File: config.mk
export PLATFORM = sky130hd
export DESIGN_NAME = block_copy_engine_flat
export DESIGN_NICKNAME = d
export VERILOG_FILES = /design/src/rtl/bce_pkg.sv /design/src/rtl/bce_if.sv /design/src/rtl/bce_burst_buf.sv /design/src/rtl/block_copy_engine.sv /design/src/flat_wrapper.sv
export SDC_FILE = /design/constraint.sdc
export NUM_CORES = 1
export LEC_CHECK = 0
export ABC_AREA = 1
export CORE_ASPECT_RATIO = 0.9
export CORE_UTILIZATION = 40
export CTS_BUF_LIST = sky130_fd_sc_hd__clkbuf_4 sky130_fd_sc_hd__clkbuf_8 sky130_fd_sc_hd__clkbuf_16
export CTS_CLUSTER_SIZE = 10
export DETAILED_ROUTE_END_ITERATION = 16
export PLACE_DENSITY = 0.59
export SLEW_MARGIN = 20
export SYNTH_ARGS = -nofsm -noshare
export SYNTH_HDL_FRONTEND = slang
export SYNTH_SLANG_ARGS = --single-unit
File: constraint.sdc
create_clock -name clk -period 5.9 [get_ports clk]
set_clock_uncertainty 0.1 [all_clocks]
set_input_delay 1.77 -clock clk [delete_from_list [all_inputs] [get_ports clk]]
set_output_delay 1.77 -clock clk [all_outputs]
set_load 0.05 [all_outputs]
File: src/rtl/bce_pkg.sv
// Shared types and helpers for the block copy engine: FSM state encoding,
// word size, default marker value and the burst-length helper.
package bce_pkg;

  localparam int          BYTES_PER_WORD = 4;
  localparam logic [31:0] DEFAULT_MARKER = 32'hAAAA0000;

  typedef enum logic [3:0] {
    IDLE, POLL_GO, POLL_WAIT, POLL_POP, POLL_CHECK, GAP,
    RD_GO, RD_STREAM, RD_WAIT, WR_GO, WR_STREAM, WR_WAIT,
    CLR_GO, CLR_WAIT, DONE
  } bce_state_t;

  // Words in the next burst: the remainder, capped at the burst size.
  function automatic logic [7:0] burst_len(input logic [7:0] remaining,
                                           input logic [7:0] burst);
    return (remaining < burst) ? remaining : burst;
  endfunction

endpackage

File: src/rtl/bce_if.sv
// Control/user bundles of the Avalon read and write masters. The engine
// connects through the master modports; the masters connect through slave.
interface bce_rd_if #(parameter int ADDRESSWIDTH = 28, parameter int DATAWIDTH = 32);
  logic                    read_control_done;
  logic                    read_control_fixed_location;
  logic [ADDRESSWIDTH-1:0] read_control_read_base;
  logic [ADDRESSWIDTH-1:0] read_control_read_length;
  logic                    read_control_go;
  logic                    read_user_read_buffer;
  logic [DATAWIDTH-1:0]    read_user_buffer_output_data;
  logic                    read_user_data_available;

  modport master (
    input  read_control_done, read_user_buffer_output_data, read_user_data_available,
    output read_control_fixed_location, read_control_read_base, read_control_read_length,
           read_control_go, read_user_read_buffer
  );
  modport slave (
    output read_control_done, read_user_buffer_output_data, read_user_data_available,
    input  read_control_fixed_location, read_control_read_base, read_control_read_length,
           read_control_go, read_user_read_buffer
  );
endinterface

interface bce_wr_if #(parameter int ADDRESSWIDTH = 28, parameter int DATAWIDTH = 32);
  logic                    write_control_done;
  logic                    write_control_fixed_location;
  logic [ADDRESSWIDTH-1:0] write_control_write_base;
  logic [ADDRESSWIDTH-1:0] write_control_write_length;
  logic                    write_control_go;
  logic                    write_user_write_buffer;
  logic [DATAWIDTH-1:0]    write_user_buffer_data;
  logic                    write_user_buffer_full;

  modport master (
    input  write_control_done, write_user_buffer_full,
    output write_control_fixed_location, write_control_write_base, write_control_write_length,
           write_control_go, write_user_write_buffer, write_user_buffer_data
  );
  modport slave (
    output write_control_done, write_user_buffer_full,
    input  write_control_fixed_location, write_control_write_base, write_control_write_length,
           write_control_go, write_user_write_buffer, write_user_buffer_data
  );
endinterface

File: src/rtl/bce_burst_buf.sv
// Show-ahead synchronous FIFO holding one burst between the read and write
// masters; pop_data always presents the oldest word.
module bce_burst_buf #(
  parameter int DEPTH = 8,
  parameter int WIDTH = 32
) (
  input  logic             clk,
  input  logic             reset,
  input  logic             push,
  input  logic             pop,
  input  logic [WIDTH-1:0] push_data,
  output logic [WIDTH-1:0] pop_data,
  output logic [7:0]       count
);
  localparam int PW = (DEPTH > 1) ? $clog2(DEPTH) : 1;

  logic [WIDTH-1:0] mem [DEPTH];
  logic [PW-1:0]    wr_ptr, rd_ptr;

  function automatic logic [PW-1:0] ptr_inc(input logic [PW-1:0] p);
    return (p == PW'(DEPTH - 1)) ? '0 : p + 1'b1;
  endfunction

  assign pop_data = mem[rd_ptr];

  always_ff @(posedge clk) begin
    if (push) mem[wr_ptr] <= push_data;
  end

  always_ff @(posedge clk) begin
    if (reset) begin
      wr_ptr <= '0;
      rd_ptr <= '0;
      count  <= '0;
    end else begin
      if (push) wr_ptr <= ptr_inc(wr_ptr);
      if (pop)  rd_ptr <= ptr_inc(rd_ptr);
      count <= count + 8'(push) - 8'(pop);
    end
  end

endmodule

File: src/rtl/block_copy_engine.sv
// Polls a marker word and, on a match, copies BLOCK_WORDS words from src to dst
// in bursts. Define BCE_CLEAR_MARKER_EN to zero the marker before block_done.
module block_copy_engine
  import bce_pkg::*;
#(
  parameter int                   ADDRESSWIDTH    = 28,
  parameter int                   DATAWIDTH       = 32,
  parameter int                   BYTEENABLEWIDTH = BYTES_PER_WORD,
  parameter int                   BLOCK_WORDS     = 24,
  parameter int                   BURST_WORDS     = 8,
  parameter logic [DATAWIDTH-1:0] MARKER          = DEFAULT_MARKER,
  parameter int                   POLL_GAP        = 16
) (
  input  logic                    clk,
  input  logic                    reset,
  input  logic                    enable,
  input  logic [ADDRESSWIDTH-1:0] marker_addr,
  input  logic [ADDRESSWIDTH-1:0] src_base,
  input  logic [ADDRESSWIDTH-1:0] dst_base,
  output logic                    busy,
  output logic                    block_done,
  output logic [7:0]              block_count,
  output logic [7:0]              word_count,
  bce_rd_if.master                rd,
  bce_wr_if.master                wr
);
  localparam logic [7:0] FIRST_LEN = burst_len(8'(BLOCK_WORDS), 8'(BURST_WORDS));

  bce_state_t              state;
  logic [ADDRESSWIDTH-1:0] src_ptr, dst_ptr, mark_ptr;
  logic [DATAWIDTH-1:0]    poll_word, buf_data;
  logic [7:0]              remaining, len, rem_next, next_len, buf_count;
  logic [15:0]             gap_cnt;
  logic                    rd_fire, wr_fire;
`ifdef BCE_CLEAR_MARKER_EN
  logic                    clr_pushed;
  logic                    clr_push;
`endif

  function automatic logic [ADDRESSWIDTH-1:0] len_bytes(input logic [7:0] n);
    return ADDRESSWIDTH'(n) * ADDRESSWIDTH'(BYTEENABLEWIDTH);
  endfunction

  assign rem_next = remaining - len;
  assign next_len = burst_len(rem_next, 8'(BURST_WORDS));

  // Pops and pushes are qualified combinationally so no word is ever taken
  // from an empty read FIFO or offered to a full write FIFO.
  assign rd_fire = (state == RD_STREAM) && rd.read_user_data_available;
  assign wr_fire = (state == WR_STREAM) && !wr.write_user_buffer_full;

  assign rd.read_control_fixed_location  = 1'b0;
  assign wr.write_control_fixed_location = 1'b0;
  assign rd.read_user_read_buffer        = rd_fire || (state == POLL_POP);
  assign wr.write_user_buffer_data       = (state == WR_STREAM) ? buf_data : '0;
`ifdef BCE_CLEAR_MARKER_EN
  assign clr_push = (state == CLR_WAIT) && !clr_pushed && !wr.write_user_buffer_full;
  assign wr.write_user_write_buffer = wr_fire || clr_push;
`else
  assign wr.write_user_write_buffer = wr_fire;
`endif

  bce_burst_buf #(.DEPTH(BURST_WORDS), .WIDTH(DATAWIDTH)) u_buf (
    .clk       (clk),
    .reset     (reset),
    .push      (rd_fire),
    .pop       (wr_fire),
    .push_data (rd.read_user_buffer_output_data),
    .pop_data  (buf_data),
    .count     (buf_count)
  );

  always_ff @(posedge clk) begin
    if (reset) begin
      state                         <= IDLE;
      busy                          <= 1'b0;
      block_done                    <= 1'b0;
      block_count                   <= '0;
      word_count                    <= '0;
      remaining                     <= '0;
      len                           <= '0;
      gap_cnt                       <= '0;
      rd.read_control_go            <= 1'b0;
      rd.read_control_read_base     <= '0;
      rd.read_control_read_length   <= '0;
      wr.write_control_go           <= 1'b0;
      wr.write_control_write_base   <= '0;
      wr.write_control_write_length <= '0;
`ifdef BCE_CLEAR_MARKER_EN
      clr_pushed                    <= 1'b0;
`endif
    end else begin
      rd.read_control_go  <= 1'b0;
      wr.write_control_go <= 1'b0;
      block_done          <= 1'b0;
      case (state)
        IDLE: if (enable) begin
          state                       <= POLL_GO;
          mark_ptr                    <= marker_addr;
          rd.read_control_read_base   <= marker_addr;
          rd.read_control_read_length <= len_bytes(8'd1);
          rd.read_control_go          <= 1'b1;
        end
        POLL_GO:   state <= POLL_WAIT;
        POLL_WAIT: if (rd.read_control_done && rd.read_user_data_available) state <= POLL_POP;
        POLL_POP: begin
          poll_word <= rd.read_user_buffer_output_data;
          state     <= POLL_CHECK;
        end
        POLL_CHECK: if (poll_word == MARKER) begin
          src_ptr                     <= src_base;
          dst_ptr                     <= dst_base;
          busy                        <= 1'b1;
          word_count                  <= '0;
          remaining                   <= 8'(BLOCK_WORDS);
          len                         <= FIRST_LEN;
          state                       <= RD_GO;
          rd.read_control_read_base   <= src_base;
          rd.read_control_read_length <= len_bytes(FIRST_LEN);
          rd.read_control_go          <= 1'b1;
        end else if (POLL_GAP == 0) begin
          state <= IDLE;
        end else begin
          gap_cnt <= 16'(POLL_GAP - 1);
          state   <= GAP;
        end
        GAP: if (gap_cnt == '0) state <= IDLE; else gap_cnt <= gap_cnt - 1'b1;
        RD_GO:     state <= RD_STREAM;
        RD_STREAM: if (rd_fire && buf_count == len - 8'd1) state <= RD_WAIT;
        RD_WAIT: if (rd.read_control_done) begin
          state                         <= WR_GO;
          wr.write_control_write_base   <= dst_ptr;
          wr.write_control_write_length <= len_bytes(len);
          wr.write_control_go           <= 1'b1;
        end
        WR_GO:     state <= WR_STREAM;
        WR_STREAM: if (wr_fire && buf_count == 8'd1) state <= WR_WAIT;
        WR_WAIT: if (wr.write_control_done) begin
          src_ptr    <= src_ptr + len_bytes(len);
          dst_ptr    <= dst_ptr + len_bytes(len);
          word_count <= word_count + len;
          remaining  <= rem_next;
          if (rem_next == '0) begin
`ifdef BCE_CLEAR_MARKER_EN
            state                         <= CLR_GO;
            clr_pushed                    <= 1'b0;
            wr.write_control_write_base   <= mark_ptr;
            wr.write_control_write_length <= len_bytes(8'd1);
            wr.write_control_go           <= 1'b1;
`else
            state       <= DONE;
            block_done  <= 1'b1;
            block_count <= block_count + 8'd1;
            busy        <= 1'b0;
`endif
          end else begin
            len                         <= next_len;
            state                       <= RD_GO;
            rd.read_control_read_base   <= src_ptr + len_bytes(len);
            rd.read_control_read_length <= len_bytes(next_len);
            rd.read_control_go          <= 1'b1;
          end
        end
`ifdef BCE_CLEAR_MARKER_EN
        CLR_GO: state <= CLR_WAIT;
        CLR_WAIT: begin
          if (clr_push) clr_pushed <= 1'b1;
          if (clr_pushed && wr.write_control_done) begin
            state       <= DONE;
            block_done  <= 1'b1;
            block_count <= block_count + 8'd1;
            busy        <= 1'b0;
          end
        end
`endif
        DONE:    state <= IDLE;
        default: state <= IDLE;
      endcase
    end
  end

endmodule

File: src/flat_wrapper.sv
// flat-port wrapper written by rule: the top's interface ports become plain ports
module block_copy_engine_flat import bce_pkg::*;
#(
  parameter int                   ADDRESSWIDTH    = 28,
  parameter int                   DATAWIDTH       = 32,
  parameter int                   BYTEENABLEWIDTH = BYTES_PER_WORD,
  parameter int                   BLOCK_WORDS     = 24,
  parameter int                   BURST_WORDS     = 8,
  parameter logic [DATAWIDTH-1:0] MARKER          = DEFAULT_MARKER,
  parameter int                   POLL_GAP        = 16
)
  (clk, reset, enable, marker_addr, src_base, dst_base, busy, block_done, block_count, word_count, rd_read_control_done, rd_read_user_buffer_output_data, rd_read_user_data_available, rd_read_control_fixed_location, rd_read_control_read_base, rd_read_control_read_length, rd_read_control_go, rd_read_user_read_buffer, wr_write_control_done, wr_write_user_buffer_full, wr_write_control_fixed_location, wr_write_control_write_base, wr_write_control_write_length, wr_write_control_go, wr_write_user_write_buffer, wr_write_user_buffer_data);
  bce_rd_if #(.ADDRESSWIDTH(ADDRESSWIDTH), .DATAWIDTH(DATAWIDTH)) rd_i ();
  bce_wr_if #(.ADDRESSWIDTH(ADDRESSWIDTH), .DATAWIDTH(DATAWIDTH)) wr_i ();
  input  logic clk;
  input  logic reset;
  input  logic enable;
  input  logic [ADDRESSWIDTH-1:0] marker_addr;
  input  logic [ADDRESSWIDTH-1:0] src_base;
  input  logic [ADDRESSWIDTH-1:0] dst_base;
  output logic busy;
  output logic block_done;
  output logic [7:0] block_count;
  output logic [7:0] word_count;
  input wire logic [$bits(rd_i.read_control_done)-1:0] rd_read_control_done;
  input wire logic [$bits(rd_i.read_user_buffer_output_data)-1:0] rd_read_user_buffer_output_data;
  input wire logic [$bits(rd_i.read_user_data_available)-1:0] rd_read_user_data_available;
  output wire logic [$bits(rd_i.read_control_fixed_location)-1:0] rd_read_control_fixed_location;
  output wire logic [$bits(rd_i.read_control_read_base)-1:0] rd_read_control_read_base;
  output wire logic [$bits(rd_i.read_control_read_length)-1:0] rd_read_control_read_length;
  output wire logic [$bits(rd_i.read_control_go)-1:0] rd_read_control_go;
  output wire logic [$bits(rd_i.read_user_read_buffer)-1:0] rd_read_user_read_buffer;
  input wire logic [$bits(wr_i.write_control_done)-1:0] wr_write_control_done;
  input wire logic [$bits(wr_i.write_user_buffer_full)-1:0] wr_write_user_buffer_full;
  output wire logic [$bits(wr_i.write_control_fixed_location)-1:0] wr_write_control_fixed_location;
  output wire logic [$bits(wr_i.write_control_write_base)-1:0] wr_write_control_write_base;
  output wire logic [$bits(wr_i.write_control_write_length)-1:0] wr_write_control_write_length;
  output wire logic [$bits(wr_i.write_control_go)-1:0] wr_write_control_go;
  output wire logic [$bits(wr_i.write_user_write_buffer)-1:0] wr_write_user_write_buffer;
  output wire logic [$bits(wr_i.write_user_buffer_data)-1:0] wr_write_user_buffer_data;
  assign rd_i.read_control_done = rd_read_control_done;
  assign rd_i.read_user_buffer_output_data = rd_read_user_buffer_output_data;
  assign rd_i.read_user_data_available = rd_read_user_data_available;
  assign rd_read_control_fixed_location = rd_i.read_control_fixed_location;
  assign rd_read_control_read_base = rd_i.read_control_read_base;
  assign rd_read_control_read_length = rd_i.read_control_read_length;
  assign rd_read_control_go = rd_i.read_control_go;
  assign rd_read_user_read_buffer = rd_i.read_user_read_buffer;
  assign wr_i.write_control_done = wr_write_control_done;
  assign wr_i.write_user_buffer_full = wr_write_user_buffer_full;
  assign wr_write_control_fixed_location = wr_i.write_control_fixed_location;
  assign wr_write_control_write_base = wr_i.write_control_write_base;
  assign wr_write_control_write_length = wr_i.write_control_write_length;
  assign wr_write_control_go = wr_i.write_control_go;
  assign wr_write_user_write_buffer = wr_i.write_user_write_buffer;
  assign wr_write_user_buffer_data = wr_i.write_user_buffer_data;
  block_copy_engine #(.ADDRESSWIDTH(ADDRESSWIDTH), .DATAWIDTH(DATAWIDTH), .BYTEENABLEWIDTH(BYTEENABLEWIDTH), .BLOCK_WORDS(BLOCK_WORDS), .BURST_WORDS(BURST_WORDS), .MARKER(MARKER), .POLL_GAP(POLL_GAP)) u_core (.clk(clk), .reset(reset), .enable(enable), .marker_addr(marker_addr), .src_base(src_base), .dst_base(dst_base), .busy(busy), .block_done(block_done), .block_count(block_count), .word_count(word_count), .rd(rd_i), .wr(wr_i));
endmodule
==> impl_metrics.yaml <==
clock_network:
  clock_latency_ns: 0.64
  clk_pin_slew_ns: 0.05
  root_buffer: "clkbuf_16"
  cts-htree-levels: 2
  ctsLongestPathBuffers: 3
  cts_tree: "done"
  cts_buffers: 57
  cts_sinks: 489
  cts_hold_buf: 0
  post_cts_buffers: 0
  cts.repair.resized: 0
global_route:
  grt_max_degree: 69
  antenna_found_initial: 5
  track_usage_pct: 20.9
  grt_pass1_wl_microns: 93500
  grt_overflow: 0
  grt_pass1_vias: 16800
placed_design:
  port_buffers: 248
  gp_congestion: 0.867
  place_hpwl_microns: 38400
floorplan:
  core_sq_um: 55700
  initial_utilization_pct: 40.4
  die_area_sq_um: 57300
  ios: 291
  die_x_microns: 252
  die_h_microns: 227
  rows: 82
setup_path:
  r2r-start: "u_core.len[1]"
  cp-start-kind: "register"
  cp.arrival_ns: 3.62
  critPathMaxFanout: 66
  r2r_slack_ns: 2.14
  critPathCaptureType: "output pin"
  cp.required_ns: 4.03
  r2r-end: "u_core.block_count[1]"
  r2r_cells: 10
  crit_type: "register to output pin"
sta:
  tightest_slew_ns: 1.04
  finalHoldViolCount: 0
  fmax_ghz: 0.182
  timing.slew.headroom_pct: 30.2
  fin_crit_sh_pct: 93.0
  drv_slew: 0
  finalSetupTns_ns: 0
  rsz0062_at_grt: "no"
  finalCriticalPeriod_ns: 5.49
  setup_violations: 0
detailed_routing:
  ant_nets: 0
  wl_microns: 60800
  drc: 0
  drtPass1Iterations: 9
  routedWlPerCell_microns: 17.5
  viasPerCell: 5.10
  first_iter_violations: 1302
  vias: 17700
yosys:
  syn_area_sq_um: 22500
  yosys_warnings: 0
  ys_seq_area_share_pct: 58.7
  postSynthAreaPerCell_sq_um: 9.28
  synth_top_area_share_pct: 45.8
  synthTopCellsByArea: "edfxtp_1 (46%), dfxtp_1 (13%), nand2_1 (7.3%)"
  syn_inst: 2427
  yosys.area.top_type: "edfxtp_1"
  ys.flop_type: "edfxtp_1"
  ys_ff_latch: 489
  synthArstFlopShare_pct: 0
  synth_edf_count: 344
  ys_types: 48
layout:
  mostFrequentLayoutCells: "nand2_1 (441), nor2_1 (380), edfxtp_1 (344), o21ai_0 (246), clkdlybuf4s50_1 (246)"
  nNetsFinal: 2837
  syn2layout_area_growth_pct: 22.5
  fin_util_pct: 49.6
  layout-drive-gt1-share_pct: 6.53
  final_common_cell: "nand2_1"
min_path:
  hold_path_class: "register to register"
  whs_endpoint: "u_core.rd.read_control_read_length[9]"
  min_path_cells: 2
  min_from: "u_core.rd.read_control_read_length[9]"
outcome:
  status: "finished clean"
power_and_ir_drop:
  peakVddDrop_uv: 243
  power.density_nw_per_um2: 325
  cellLeakagePower_nw: 10.6
job:
  drv_cap: 0
Yosys cell counts (all sizes together), types with 23 or more instances:
| cell type | n |
|---|---|
| o22ai | 35 |
| inv | 191 |
| nand3 | 132 |
| edfxtp | 344 |
| clkbuf | 77 |
| ha | 49 |
| nand4 | 23 |
| nand2 | 445 |
| nor2 | 389 |
| o21ai | 250 |
| nor3 | 31 |
| a21oi | 115 |
| dfxtp | 145 |
| buf | 69 |
| a31oi | 40 |
layer usage:
layer / vias up / part of all wire (%) / GRT usage, %
li1: 8654 / - / -
met1: 8490 / 47 / 29.5
met2: 449 / 45 / 32.7
met3: 90 / 5.2 / 3.44
met4: 6 / 2.4 / 6.82
met5: - / 0.064 / 0
how the worst max path moves through the flow:
stage | startpoint | end | slack [ns] | cells after the start
2_1_floorplan | wr_write_control_done | u_core.dst_ptr[10] | 0.73 | 7
3_3_place_gp | wr_write_user_buffer_full | wr_write_user_write_buffer | 0.74 | 4
3_5_place_dp | wr_write_user_buffer_full | wr_write_user_write_buffer | 0.76 | 4
4_1_cts | register | wr_write_user_buffer_data[23] | 0.37 | 7
5_1_grt | register | wr_write_user_buffer_data[23] | 0.21 | 7
6_report | register | wr_write_user_buffer_data[23] | 0.41 | 7
worst max-delay path, stage by stage (launching register included):
cell and delay, ns:
dfxtp_4 0.56, inv_2 0.43, buf_4 0.44, o21ai_0 0.13
o22ai_1 0.16, o21ai_0 0.10, a31oi_1 0.30, clkdlybuf4s50_1 0.87
final cells by class:
type	instances	area, sq um
Timing Repair Buffer	279	2750
Clock buffer	102	1800
Clock inverter	6	111
Sequential cell	489	13200
Fill cell	5118	28100
Inverter	196	738
Tap cell	756	946
Antenna cell	2	5.00
Multi-Input combinational cell	1637	8030
where the power goes:
| group | switching (W) | internal, W |
|---|---|---|
| combinational | 0.00109 | 0.000485 |
| sequential | 0.0000802 | 0.00382 |
| clock | 0.00142 | 0.00207 |
| total | 0.00259 | 0.00637 |
registers in the layout, indices dropped and copies added, names as in the netlist, 3 cells and up, named ones only:
signal,cells
u_core.u_buf.mem,256
u_core.poll_word,32
u_core.dst_ptr,28
u_core.rd.read_control_read_base,28
u_core.src_ptr,28
u_core.wr.write_control_write_base,28
u_core.gap_cnt,16
u_core.block_count,8
u_core.len,8
u_core.rd.read_control_read_length,8
u_core.remaining,8
u_core.u_buf.count,8
u_core.word_count,8
u_core.wr.write_control_write_length,8
u_core.state,4
u_core.u_buf.rd_ptr,3
u_core.u_buf.wr_ptr,3
cell families (layout without fill, tap and decap cells):
family | after synthesis | in the layout | share of synthesized area, %
DFF | 489 | 489 | 58.7
adders and majority gates | 54 | 54 | 3.17
AOI/OAI and AO/OA | 470 | 470 | 11.2
other | 1 | 44 | 0.0166
xor gates and xnor gates | 37 | 37 | 1.44
buffers and inverters | 342 | 583 | 6.61
and+or+nand+nor | 1034 | 1034 | 18.8
metrics by stage:
step | area (sq um) | hold WS, ns | instances | worst slack (ns) | power (W)
3_5_place_dp | 25700 | 0.338 | 3357 | 0.757 | 0.00554
5_1_grt | 27600 | 0.376 | 3466 | 0.210 | 0.00932
4_1_cts | 27600 | 0.349 | 3465 | 0.366 | 0.00906
6_report | 27600 | 0.349 | 3467 | 0.413 | 0.00896
3_3_place_gp | 25700 | 0.333 | 3357 | 0.740 | 0.00553
2_1_floorplan | 22700 | 0.335 | 2468 | 0.731 | 0.00506
(Power assumes the default switching activity.)
